==> src/rtl/seg_scan_mux.sv <==
// seg_scan_mux: time-multiplexed driver for a bank of common-select 7-segment digits.
// Each digit gets one fixed-length slot. A slot starts with a short blanking window
// (no digit selected) and then drives that digit's pattern. New display data is held
// in a pending buffer and only moves to the active buffer between frames, so a frame
// never shows a mix of old and new data. Each digit can also be disabled or set to blink.

module seg_scan_mux #(
    parameter int NUM_DIGITS   = 4,
    parameter int CLK_HZ       = 50_000_000,
    parameter int SCAN_HZ      = 5_000,
    parameter int BLANK_CYCLES = 250,
    parameter int BLINK_FRAMES = 625,
    parameter bit SEG_ACT_LOW  = 1'b1,
    parameter bit SEL_ACT_LOW  = 1'b1
) (
    input  logic                      clk50MHz,
    input  logic                      rst,
    input  logic [8*NUM_DIGITS-1:0]   seg_in,
    input  logic [NUM_DIGITS-1:0]     dig_en,
    input  logic [NUM_DIGITS-1:0]     blink_en,
    input  logic                      load,
    output logic [7:0]                ledout,
    output logic [NUM_DIGITS-1:0]     ledsel,
    output logic                      frame_done
);

    localparam int DIV = CLK_HZ / SCAN_HZ;
    localparam int PW  = $clog2(DIV);
    localparam int IW  = $clog2(NUM_DIGITS);
    localparam int BW  = (BLINK_FRAMES > 1) ? $clog2(BLINK_FRAMES) : 1;

    localparam logic [PW-1:0] LAST_COUNT = PW'(DIV - 1);
    localparam logic [PW-1:0] BLANK_LAST = (BLANK_CYCLES > 0) ? PW'(BLANK_CYCLES - 1) : '0;
    localparam logic [IW-1:0] LAST_DIGIT = IW'(NUM_DIGITS - 1);
    localparam logic [BW-1:0] BLINK_LAST = BW'(BLINK_FRAMES - 1);

    // XOR masks that turn "1 = lit / selected" into the board's pin polarity.
    localparam logic [7:0]            SEG_MASK = {8{SEG_ACT_LOW}};
    localparam logic [NUM_DIGITS-1:0] SEL_MASK = {NUM_DIGITS{SEL_ACT_LOW}};

    typedef enum logic {
        ST_BLANK = 1'b0,
        ST_DRIVE = 1'b1
    } state_t;

    state_t                    state;
    state_t                    state_nxt;
    logic [PW-1:0]             prescale;
    logic [IW-1:0]             digit_idx;
    logic                      slot_end;
    logic                      blank_end;
    logic                      frame_end;

    logic [8*NUM_DIGITS-1:0]   active_seg;
    logic [NUM_DIGITS-1:0]     active_en;
    logic [NUM_DIGITS-1:0]     active_blink;
    logic [8*NUM_DIGITS-1:0]   pend_seg;
    logic [NUM_DIGITS-1:0]     pend_en;
    logic [NUM_DIGITS-1:0]     pend_blink;
    logic                      pend_flag;

    logic [BW-1:0]             blink_cnt;
    logic                      blink_phase;

    logic [NUM_DIGITS-1:0]     sel_raw;
    logic [7:0]                seg_raw;

    assign slot_end  = (prescale == LAST_COUNT);
    assign blank_end = (prescale == BLANK_LAST);
    assign frame_end = slot_end && (digit_idx == LAST_DIGIT);

    // Slot prescaler: free-running 0..DIV-1, one wrap per digit slot.
    always_ff @(posedge clk50MHz or negedge rst) begin
        if (!rst) begin
            prescale <= '0;
        end else if (slot_end) begin
            prescale <= '0;
        end else begin
            prescale <= prescale + 1'b1;
        end
    end

    // Digit index advances at every slot end and wraps after the last digit.
    always_ff @(posedge clk50MHz or negedge rst) begin
        if (!rst) begin
            digit_idx <= '0;
        end else if (slot_end) begin
            digit_idx <= (digit_idx == LAST_DIGIT) ? '0 : digit_idx + 1'b1;
        end
    end

    // Scan state register.
    always_ff @(posedge clk50MHz or negedge rst) begin
        if (!rst) begin
            state <= ST_BLANK;
        end else begin
            state <= state_nxt;
        end
    end

    // Next state plus the un-inverted select/segment values for the current slot.
    // With no blanking window the slot goes straight back to DRIVE.
    always_comb begin
        state_nxt = state;
        sel_raw   = '0;
        seg_raw   = '0;
        if (slot_end) begin
            state_nxt = (BLANK_CYCLES == 0) ? ST_DRIVE : ST_BLANK;
        end else if (state == ST_BLANK && (BLANK_CYCLES == 0 || blank_end)) begin
            state_nxt = ST_DRIVE;
        end
        if (state == ST_DRIVE) begin
            sel_raw = {{(NUM_DIGITS-1){1'b0}}, 1'b1} << digit_idx;
            if (active_en[digit_idx] && !(active_blink[digit_idx] && blink_phase)) begin
                seg_raw = active_seg[8*digit_idx +: 8];
            end
        end
    end

    // Blink timing: the phase flips every BLINK_FRAMES frames.
    always_ff @(posedge clk50MHz or negedge rst) begin
        if (!rst) begin
            blink_cnt   <= '0;
            blink_phase <= 1'b0;
        end else if (frame_end) begin
            if (blink_cnt == BLINK_LAST) begin
                blink_cnt   <= '0;
                blink_phase <= ~blink_phase;
            end else begin
                blink_cnt <= blink_cnt + 1'b1;
            end
        end
    end

    // Double buffer: loads land in pending and are promoted only at a frame
    // boundary; a load on the boundary cycle itself goes straight to active.
    always_ff @(posedge clk50MHz or negedge rst) begin
        if (!rst) begin
            active_seg   <= '0;
            active_en    <= '0;
            active_blink <= '0;
            pend_seg     <= '0;
            pend_en      <= '0;
            pend_blink   <= '0;
            pend_flag    <= 1'b0;
        end else if (frame_end) begin
            pend_flag <= 1'b0;
            if (load) begin
                active_seg   <= seg_in;
                active_en    <= dig_en;
                active_blink <= blink_en;
            end else if (pend_flag) begin
                active_seg   <= pend_seg;
                active_en    <= pend_en;
                active_blink <= pend_blink;
            end
        end else if (load) begin
            pend_seg   <= seg_in;
            pend_en    <= dig_en;
            pend_blink <= blink_en;
            pend_flag  <= 1'b1;
        end
    end

    // Output register: polarity applied here only; reset forces everything inactive.
    always_ff @(posedge clk50MHz or negedge rst) begin
        if (!rst) begin
            ledout     <= SEG_MASK;
            ledsel     <= SEL_MASK;
            frame_done <= 1'b0;
        end else begin
            ledout     <= seg_raw ^ SEG_MASK;
            ledsel     <= sel_raw ^ SEL_MASK;
            frame_done <= frame_end;
        end
    end

endmodule
==> config.mk <==
export PLATFORM = sky130hd
export DESIGN_NAME = seg_scan_mux
export DESIGN_NICKNAME = d
export VERILOG_FILES = /design/src/rtl/seg_scan_mux.sv
export SDC_FILE = /design/constraint.sdc
export NUM_CORES = 1
export LEC_CHECK = 0
export ABC_AREA = 1
export ABC_CLOCK_PERIOD_IN_PS = 4600
export CAP_MARGIN = 40
export CORE_MARGIN = 2
export CORE_UTILIZATION = 35
export CTS_CLUSTER_DIAMETER = 200
export DETAILED_ROUTE_END_ITERATION = 16
export HOLD_SLACK_MARGIN = 0.12
export PLACE_DENSITY = 0.6
export SETUP_SLACK_MARGIN = 0.1
export SLEW_MARGIN = 0
export SYNTH_ARGS = -nofsm -noshare
export SYNTH_HDL_FRONTEND = slang
export SYNTH_SLANG_ARGS = --single-unit
==> constraint.sdc <==
create_clock -name clk50MHz -period 4.6 [get_ports clk50MHz]
set_clock_uncertainty 0.05 [all_clocks]
set_input_delay 1.38 -clock clk50MHz [delete_from_list [all_inputs] [get_ports clk50MHz]]
set_output_delay 1.38 -clock clk50MHz [all_outputs]
set_load 0.02 [all_outputs]
==> key figures <==
Yosys
  • Syn avg cell area: 8.43 um2
  • Post-synth top area cell: dfrtp_1
  • Synth unique cells: 23
  • Top cell type's share of synthesized area: 46.8%
  • Syn Inst Count: 698
  • Post-synth ARST share: 100%
  • Synthesis Warnings: 0
  • Netlist Area Pre-Place: 5880 um2
  • Fraction of the yosys area taken by sequential cells: 52.2%
  • Post-synth EDFFs: 0
  • Ys flop type: dfrtp_1
  • Synth area leaders: dfrtp_1, nand2_1, mux2_2
  • Synth Register Bits: 122
  • Top cells by count, synth: nand2_1, dfrtp_1, nand3_1
  • Count leader, synth: nand2_1
  • Synth Net Count: 749

Hold path
  • Hold crit path type: reg2reg

Setup path
  • Crit Path Max Fanout: 28
  • Most used cell along the critical path: nand2_1
  • Critical Path Slowest Stage Cell: dfrtp_1
  • Critical-path cell list: ha_1 -> nand3_2 -> nand2_1 -> buf_4 -> nand2_1 -> nand2_1
  • Crit path launch type: register
  • Max incr delay on CP: 0.81 ns
  • WS Path Type: reg2reg
  • Req. time, crit path: 4.90 ns
  • Crit path DAT: 3.45 ns
  • Critical Path End Type: register

CTS
  • Clk root buf: clkbuf_16
  • CTS Buffer Depth: 2
  • Post-CTS Setup Inserts: 0
  • Clock slew at reported path FFs: 0.06 ns
  • Clock latency on the worst-skew pair: 0.42 ns
  • CTS Buf Count: 17
  • CTS sink cnt: 122
  • CTS tree: yes
  • Hold_buf cts: 0
  • H-tree depth: 4
  • Cts repair resizes: 0

Job
  • Max Cap Viol: 0

Routing
  • WL met1: 6.49 mm
  • DRC viols: 0
  • Max Used Layer: met4
  • Via count: 4585
  • Wire length per cell: 13.3 um
  • Met3 wire length: 391 um
  • DRT Wirelength: 13.0 mm
  • DRT antenna net count: 0
  • Vias/cell: 4.70
  • Initial DRT Pass Iterations: 4
  • Metal2 WL: 5.81 mm
  • DR iter-0 viols: 348

Power
  • Power Density: 361 nW/um2
  • Peak VDD IR: 0.000248 V
  • LEAKAGE: 3.47 nW

Global route
  • Number of global-route vias before repair: 4425
  • First-pass GRT wire length: 21.9 mm
  • Largest net degree at the start of global routing: 85
  • GRT overflow: 0
  • Aggregate global-route resource usage: 15.6%
  • Antenna violations before repair: 0

Cells and area
  • Nets: 794
  • Share of cells above drive strength 1: 12.3%
  • Layout area overhead: 21.7%
  • N_diodes: 0
  • Final Util: 43.3%

Floorplanning
  • Die area: 17900 um2
  • Initial core utilization: 35.6%
  • Die Y-Extent: 134 um
  • Core Box Area: 16500 um2
  • I/O pin cnt: 56
  • Chip Width: 134 um
  • Std cell rows: 47

Status
  • Status: completed

STA
  • Final Setup Violations: 0
  • Pins over their slew limit: 0
  • RSZ-0062 raised after global routing: no
  • Setup TNS: 0 ns
  • Crit path time final: 3.15 ns
  • Measured slew at the worst slew-check pin: 0.835 ns
  • Relative max-transition margin: 44.1%
  • Fin crit share: 68.4%
  • Fmax: 318 MHz
  • Fin. Hold Viols: 0

Placed design
  • Port bufs: 55
  • Post-detail-place hpwl: 8.55 mm
  • Routability cong.: 0.789
cell families (layout without fill, tap and decap cells):
family          Yosys count  after routing  share of synthesized area [%]
fa+ha+maj                 8              8                           1.70
xor+xnor                 10             10                           1.49
mux                      40             40                           7.66
flops                   122            122                           52.2
buf+inv                  73            131                           5.19
compound gates           47             47                           4.19
simple gates            398            398                           27.6
worst paths after layout:
kind,startpoint,end,slack [ns],cells after the start
setup / recovery,digit_idx[0]$_DFFE_PN0N_,pend_seg[6]$_DFFE_PN0P_,1.45,6
hold / removal,pend_seg[5]$_DFFE_PN0P_,pend_seg[5]$_DFFE_PN0P_,0.42,2
setup reg to reg,digit_idx[0]$_DFFE_PN0N_,pend_seg[6]$_DFFE_PN0P_,1.45,6
hold reg to reg,pend_seg[5]$_DFFE_PN0P_,pend_seg[5]$_DFFE_PN0P_,0.42,2
max in group asynchronous,rst,ledout[2]$_DFF_PN1_,2.76,2
min in group asynchronous,rst,prescale[13]$_DFF_PN0_,0.89,1
worst max-delay path: cells and delay by family, from the launching register on:
| family | cells | cell delay, ns |
|---|---|---|
| simple gates | 4 | 1.39 |
| flops | 1 | 0.81 |
| buf+inv | 1 | 0.41 |
| fa+ha+maj | 1 | 0.40 |
where the power goes:
part / total (mW) / switching [mW] / internal [mW] / leakage (nW)
combinational: 0.172 / 0.0852 / 0.0869 / 1.64
sequential: 1.14 / 0.0234 / 1.12 / 1.55
clock: 1.27 / 0.470 / 0.797 / 0.277
total: 2.58 / 0.579 / 2.00 / 3.47
metrics by stage:
stage | std cells | hold slack [ns] | worst slack, ns | power (mW) | cell area [um2]
after floorplan | 698 | 0.388 | 2.08 | 1.25 | 5880
after global placement | 944 | 0.400 | 1.37 | 1.33 | 6600
after detailed placement | 944 | 0.405 | 1.37 | 1.33 | 6600
after CTS | 976 | 0.419 | 1.39 | 2.62 | 7160
after global routing | 976 | 0.440 | 1.15 | 2.69 | 7160
final | 976 | 0.417 | 1.45 | 2.58 | 7160
cell usage in the layout (no fill, tap or decap):
master | synthesis | final
nand2_1 | 269 | 269
dfrtp_1 | 110 | 110
nand3_1 | 62 | 62
clkdlybuf4s50_1 | 0 | 53
nor2_1 | 52 | 52
mux2_2 | 40 | 40
inv_1 | 38 | 38
o21ai_0 | 36 | 36
clkbuf_16 | 0 | 17
dfstp_2 | 12 | 12
xor2_1 | 10 | 10
o22ai_1 | 9 | 9
ha_1 | 8 | 8
buf_4 | 5 | 6
nand4_1 | 4 | 4
clkbuf_8 | 0 | 4
clkinv_2 | 0 | 4
clkbuf_1 | 15 | 4
nor3_1 | 3 | 3
a21oi_1 | 2 | 2
nand3_2 | 2 | 2
nor3b_1 | 2 | 2
nor3_2 | 2 | 2
nor2_2 | 1 | 1
nand3b_1 | 1 | 1
clkinvlp_4 | 0 | 1
clkinv_4 | 0 | 1
bufinv_16 | 0 | 1
buf_2 | 10 | 1
buf_12 | 0 | 1
layer usage:
metal  global-route usage [%]  vias up
li1                         -     2323
met1                     21.5     2152
met2                     23.4       84
met3                     3.96       26
met4                     6.21        0
met5                        0        -
state kept, by name, summed over array words and instances (netlist names):
register,flops
blink_phase,1
pend_blink,4
active_seg,32
frame_done,1
pend_en,4
blink_cnt,10
active_blink,4
digit_idx,2
active_en,4
prescale,14
pend_seg,32
state,1
ledsel,4
ledout,8
pend_flag,1
layout make-up:
| type | count | area, um2 |
|---|---|---|
| fillers | 1633 | 9370 |
| repair buffers | 61 | 601 |
| well taps | 220 | 275 |
| multi-input cells | 503 | 2510 |
| flip-flops and latches | 122 | 3070 |
| clock buffers | 25 | 495 |
| clock inverters | 7 | 66.3 |
| inverters | 38 | 143 |
Power figures use the tool's default switching activity.
